===== config.mk =====
export PLATFORM = sky130hd
export DESIGN_NAME = fp_mult_pipe
export DESIGN_NICKNAME = d
export VERILOG_FILES = /design/src/rtl/fp_mult_pipe_pkg.sv /design/src/rtl/fp_mult_pipe_norm_round.sv /design/src/rtl/fp_mult_pipe.sv
export SDC_FILE = /design/constraint.sdc
export NUM_CORES = 2
export LEC_CHECK = 0
export CAP_MARGIN = 40
export CORE_ASPECT_RATIO = 1.5
export CORE_UTILIZATION = 50
export CTS_CLUSTER_DIAMETER = 50
export DETAILED_ROUTE_END_ITERATION = 8
export DONT_BUFFER_PORTS = 1
export GPL_TIMING_DRIVEN = 0
export PLACE_DENSITY = 0.67
export SYNTH_ARGS = -nofsm -noshare
export SYNTH_HDL_FRONTEND = slang
export SYNTH_SLANG_ARGS = --single-unit

===== constraint.sdc =====
create_clock -name clk -period 17.7 [get_ports clk]
set_clock_uncertainty 0.1 [all_clocks]
set_input_delay 1.77 -clock clk [delete_from_list [all_inputs] [get_ports clk]]
set_output_delay 1.77 -clock clk [all_outputs]
set_load 0.02 [all_outputs]

===== src/rtl/fp_mult_pipe_pkg.sv =====
// Shared definitions for the pipelined floating-point multiplier:
// operand classes, flag bit positions and width-generic helpers.
package fp_mult_pipe_pkg;

  typedef enum logic [1:0] {
    CLS_ZERO = 2'd0,
    CLS_INF  = 2'd1,
    CLS_NAN  = 2'd2,
    CLS_NORM = 2'd3
  } fp_class_e;

  localparam int unsigned FLAG_INVALID   = 2;
  localparam int unsigned FLAG_OVERFLOW  = 1;
  localparam int unsigned FLAG_UNDERFLOW = 0;

  function automatic int unsigned fp_bias(input int unsigned exp_w);
    return (1 << (exp_w - 1)) - 1;
  endfunction

  // Denormals (exp == 0, frac != 0) deliberately classify as zero (flush-to-zero).
  function automatic fp_class_e fp_classify(input logic exp_zero,
                                            input logic exp_ones,
                                            input logic frac_zero);
    if (exp_zero) return CLS_ZERO;
    if (exp_ones) return frac_zero ? CLS_INF : CLS_NAN;
    return CLS_NORM;
  endfunction

endpackage


===== src/rtl/fp_mult_pipe_norm_round.sv =====
// Combinational normalise plus round-to-nearest-even of the raw mantissa
// product; a rounding carry-out renormalises into the exponent.
module fp_norm_round #(
  parameter int unsigned EXP_W = 8,
  parameter int unsigned MAN_W = 23
) (
  input  logic [2*(MAN_W+1)-1:0] prod,
  input  logic signed [EXP_W+1:0] esum_in,
  output logic [MAN_W-1:0]        frac,
  output logic signed [EXP_W+1:0] esum_out
);

  localparam int unsigned PW = 2 * (MAN_W + 1);
  localparam int unsigned EW = EXP_W + 2;

  logic [PW-2:0]          norm;
  logic signed [EW-1:0]   esum_n;
  logic                   lsb;
  logic                   guard;
  logic                   sticky;
  logic [MAN_W:0]         rounded;

  always_comb begin
    // The leading one sits at PW-1 or PW-2; drop it after aligning to PW-1.
    norm     = prod[PW-1] ? prod[PW-2:0] : {prod[PW-3:0], 1'b0};
    esum_n   = prod[PW-1] ? esum_in + EW'(1) : esum_in;
    lsb      = norm[MAN_W+1];
    guard    = norm[MAN_W];
    sticky   = |norm[MAN_W-1:0];
    rounded  = {1'b0, norm[PW-2 -: MAN_W]} + (MAN_W+1)'(guard & (sticky | lsb));
    frac     = rounded[MAN_W-1:0];
    esum_out = esum_n + EW'(rounded[MAN_W]);
  end

endmodule


===== src/rtl/fp_mult_pipe.sv =====
// Three-stage pipelined floating-point multiplier with valid/ready flow
// control: classify/multiply, normalise/round, special-case pack.
module fp_mult_pipe
  import fp_mult_pipe_pkg::*;
#(
  parameter int unsigned EXP_W = 8,
  parameter int unsigned MAN_W = 23
) (
  input  logic                   clk,
  input  logic                   rst_n,
  input  logic                   in_valid,
  output logic                   in_ready,
  input  logic [EXP_W+MAN_W:0]   A,
  input  logic [EXP_W+MAN_W:0]   B,
  output logic                   out_valid,
  input  logic                   out_ready,
  output logic [EXP_W+MAN_W:0]   result,
  output logic [2:0]             flags
);

  localparam int unsigned XLEN = 1 + EXP_W + MAN_W;
  localparam int unsigned PW   = 2 * (MAN_W + 1);
  localparam int unsigned EW   = EXP_W + 2;
  localparam int unsigned BIAS = fp_bias(EXP_W);

  localparam logic signed [EW-1:0] ESUM_MAX = EW'((1 << EXP_W) - 1);
  localparam logic signed [EW-1:0] ESUM_ONE = EW'(1);
  localparam logic [XLEN-1:0]      QNAN     = {1'b0, {EXP_W{1'b1}}, 1'b1, {(MAN_W-1){1'b0}}};

  logic adv;

  logic [EXP_W-1:0]     exp_a, exp_b;
  logic [MAN_W-1:0]     frac_a, frac_b;
  fp_class_e            cls_a_c, cls_b_c;
  logic signed [EW-1:0] esum_c;
  logic [PW-1:0]        prod_c;

  logic                 s1_valid, s1_sign;
  logic signed [EW-1:0] s1_esum;
  logic [PW-1:0]        s1_prod;
  fp_class_e            s1_cls_a, s1_cls_b;

  logic [MAN_W-1:0]     nr_frac;
  logic signed [EW-1:0] nr_esum;

  logic                 s2_valid, s2_sign;
  logic signed [EW-1:0] s2_esum;
  logic [MAN_W-1:0]     s2_frac;
  fp_class_e            s2_cls_a, s2_cls_b;

  logic [XLEN-1:0]      pack_res;
  logic [2:0]           pack_flags;

  assign adv      = !out_valid || out_ready;
  assign in_ready = adv;

  always_comb begin
    exp_a   = A[XLEN-2 -: EXP_W];
    exp_b   = B[XLEN-2 -: EXP_W];
    frac_a  = A[MAN_W-1:0];
    frac_b  = B[MAN_W-1:0];
    cls_a_c = fp_classify(exp_a == '0, exp_a == '1, frac_a == '0);
    cls_b_c = fp_classify(exp_b == '0, exp_b == '1, frac_b == '0);
    esum_c  = EW'(exp_a) + EW'(exp_b) - EW'(BIAS);
    prod_c  = PW'({1'b1, frac_a}) * PW'({1'b1, frac_b});
  end

  fp_norm_round #(
    .EXP_W(EXP_W),
    .MAN_W(MAN_W)
  ) u_norm_round (
    .prod    (s1_prod),
    .esum_in (s1_esum),
    .frac    (nr_frac),
    .esum_out(nr_esum)
  );

  always_comb begin
    pack_res   = {s2_sign, s2_esum[EXP_W-1:0], s2_frac};
    pack_flags = '0;
    if (s2_cls_a == CLS_NAN || s2_cls_b == CLS_NAN ||
        (s2_cls_a == CLS_INF && s2_cls_b == CLS_ZERO) ||
        (s2_cls_a == CLS_ZERO && s2_cls_b == CLS_INF)) begin
      pack_res                 = QNAN;
      pack_flags[FLAG_INVALID] = 1'b1;
    end else if (s2_cls_a == CLS_INF || s2_cls_b == CLS_INF) begin
      pack_res = {s2_sign, {EXP_W{1'b1}}, {MAN_W{1'b0}}};
    end else if (s2_cls_a == CLS_ZERO || s2_cls_b == CLS_ZERO) begin
      pack_res = {s2_sign, {(XLEN-1){1'b0}}};
    end else if (s2_esum >= ESUM_MAX) begin
      pack_res                  = {s2_sign, {EXP_W{1'b1}}, {MAN_W{1'b0}}};
      pack_flags[FLAG_OVERFLOW] = 1'b1;
    end else if (s2_esum < ESUM_ONE) begin
      pack_res                   = {s2_sign, {(XLEN-1){1'b0}}};
      pack_flags[FLAG_UNDERFLOW] = 1'b1;
    end
  end

  always_ff @(posedge clk) begin
    if (!rst_n) begin
      s1_valid  <= 1'b0;
      s1_sign   <= 1'b0;
      s1_esum   <= '0;
      s1_prod   <= '0;
      s1_cls_a  <= CLS_ZERO;
      s1_cls_b  <= CLS_ZERO;
      s2_valid  <= 1'b0;
      s2_sign   <= 1'b0;
      s2_esum   <= '0;
      s2_frac   <= '0;
      s2_cls_a  <= CLS_ZERO;
      s2_cls_b  <= CLS_ZERO;
      out_valid <= 1'b0;
      result    <= '0;
      flags     <= '0;
    end else if (adv) begin
      s1_valid  <= in_valid;
      s1_sign   <= A[XLEN-1] ^ B[XLEN-1];
      s1_esum   <= esum_c;
      s1_prod   <= prod_c;
      s1_cls_a  <= cls_a_c;
      s1_cls_b  <= cls_b_c;
      s2_valid  <= s1_valid;
      s2_sign   <= s1_sign;
      s2_esum   <= nr_esum;
      s2_frac   <= nr_frac;
      s2_cls_a  <= s1_cls_a;
      s2_cls_b  <= s1_cls_b;
      out_valid <= s2_valid;
      // Bubbles leave the last result on the output rather than packing junk.
      if (s2_valid) begin
        result <= pack_res;
        flags  <= pack_flags;
      end
    end
  end

endmodule


==> flow_summary.yaml <==
final_layout:
  final_cell_area_um2: 27100
  fin_nets: 3781
  fillers: 4905
  layout_commonest_cell: "inv_1"
  final_cell_count_no_fill: 3724
  fin_util_pct: 53.5
  area_delta_synth_final_pct: 6.11
  drive_gt1_share_pct: 2.33
  layout_common_cells: "inv_1, fa_1, nand2_1"
floorplan:
  initial_core_util_pct: 50.4
  chipHeight_um: 279
  core_area_um2: 50500
  rows: 101
  dieArea_um2: 51900
  io_pins: 105
  fp.dieW_um: 186
grt:
  grt_overflow: 0
  antenna_found_initial: 5
  grt_pass1_wl_um: 131000
  grt_max_degree: 17
  grt.total_usage_pct: 33.7
  grt_pass1_vias: 22700
critical_path:
  critPathSlowestCell: "clkbuf_1"
  arrival_ns: 9.53
  rrSetupSlack_ns: 12.21
  crit_type: "in2reg"
  reg2reg_depth: 17
  cp.buffers_inverters: 8
  path_max_fanout: 10
  worstPathRequired_ns: 17.92
  rr_endpoint: "s2_frac[22]"
  start_kind: "primary input"
  end_kind: "flop"
  worstReg2RegStart: "s1_prod[47]"
  endpoint: "s1_prod[45]"
  startpoint: "A[8]"
  cpPeakStageDelay_ns: 0.67
  cp.depth: 25
  crit_family: "adder cells"
drt:
  vias: 20900
  firstDrtPassIters: 6
  postRouteAntennaNets: 0
  wire_per_inst_um: 23.0
  routed_wl_um: 85600
  viasPerCell: 5.62
  drtIter0Drc: 1298
  route.detailed.drc: 0
logic_synthesis:
  synth-edff-count: 0
  yosys_warnings: 0
  syn_area_um2: 25500
  netlist_top_cells_area: "fa_1, dfxtp_1, ha_1"
  netlist_instances: 3011
  ys_seq_area_share_pct: 10.9
  synth_seq_cells: 139
  synth_nets: 3754
  ys.flop_type: "dfxtp_1"
  ys_types: 67
  yosys.area.top_type: "fa_1"
  syn_area_per_cell_um2: 8.47
  async_reset_ff_share_pct: 0
  synth_top_area_share_pct: 37.9
flow_run:
  drv_cap: 0
clocking:
  cts_buffers: 17
  cts_tree: "yes"
  cts.sinks: 139
  cts_max_level: 4
  postCtsHoldBufs: 0
  post_cts_buffers: 0
  cts_resized: 0
  cts.clk_slew.worst_paths_ns: 0.06
  clkLatencyLatePin_ns: 0.44
  clockBufferDepth: 2
  cts_root_buffer: "clkbuf_16"
run_status:
  status: "completed"
sta:
  rsz0062_at_grt: "false"
  relSlewSlack_pct: 33.2
  worst_slew_pin_slew_ns: 1.00
  slew_viol_final: 0
  final_hold_viol_count: 0
  fin_crit_sh_pct: 52.6
  min_period_ns: 9.31
  fmax_mhz: 107
  tns_ns: 0
  final-setup-viol-count: 0
place:
  gp_congestion: 1.05
  placed_area_um2: 26400
  port-buffer-count: 0
  place_inst: 3688
  place_hpwl_um: 72100
hold_path:
  holdCritPathClass: "reg2reg"
## synth_stat cells, drive strengths merged (5+ instances only)
master / n
xnor2: 37
o21bai: 10
o31ai: 5
fa: 483
nor2b: 11
inv: 600
nor3: 25
or3: 15
o211ai: 8
xor2: 22
nor4: 25
o21a: 13
and2: 257
a31oi: 12
a211oi: 31
buf: 11
nand2: 435
a21oi: 157
and3: 12
nor2: 125
clkbuf: 146
nand3: 31
a21o: 14
o21ai: 65
ha: 192
mux2i: 8
nand4: 26
dfxtp: 139
or2: 5
a21boi: 7
a22oi: 26
## metal layers
metal	share of wire [%]	vias to the layer above	track usage, %
met5	0.022	-	0
li1	-	9335	-
met2	50	901	60.4
met1	35	10400	35.3
met4	8.6	4	25.2
met3	6.4	335	5.75
## through the flow
step           worst slack (ns)  hold WS [ns]
6_report                   8.39         0.354
5_1_grt                    8.17         0.372
4_1_cts                    8.48         0.356
3_5_place_dp               8.04         0.346
3_3_place_gp               8.11         0.339
2_1_floorplan              9.56         0.325
## tightest hold or removal path, cell delays in order, from the launching register on
cell     delay, ns
dfxtp_1       0.31
nand2_1       0.05
a21oi_1       0.05
## registers in the layout (all words and copies together), names as in the netlist
register,cells
s1_prod,48
result,32
s2_frac,23
s1_esum,10
s2_esum,10
flags,3
s1_cls_a,2
s1_cls_b,2
s2_cls_a,2
s2_cls_b,2
out_valid,1
s1_sign,1
s1_valid,1
s2_sign,1
s2_valid,1
## kinds of logic after synthesis
logic type,Yosys count,share of synthesized area [%]
fa+ha+maj,675,47.3
xor+xnor,59,2.03
simple gates,987,18.7
flops,139,10.9
compound gates,379,9.20
mux,12,0.491
buf+inv,760,11.3
## area by class of cell
cell class	instances	area [µm²]	area share, %
inverters	603	2260	8.36
clock inverters	13	193	0.712
diodes	4	10.0	0.0370
clock buffers	19	433	1.60
well taps	669	837	3.09
flip-flops and latches	139	2780	10.3
repair buffers	8	85.1	0.314
multi-input cells	2112	19800	73.3
plain buffers	157	626	2.31
## how the worst min path moves through the flow
stage	slack, ns	to	startpoint	depth (start not counted)
6_report	0.35	s1_prod[17]	s1_prod[17]	2
5_1_grt	0.37	s2_frac[1]	s2_frac[1]	2
4_1_cts	0.36	s2_frac[16]	s2_frac[16]	2
3_5_place_dp	0.35	s1_prod[3]	s1_prod[3]	2
3_3_place_gp	0.34	s1_prod[5]	s1_prod[5]	2
2_1_floorplan	0.32	s1_prod[46]	s1_prod[46]	2
Power is not shown: default switching activity piles up to over one toggle a cycle in this logic, so the estimate is an artifact.
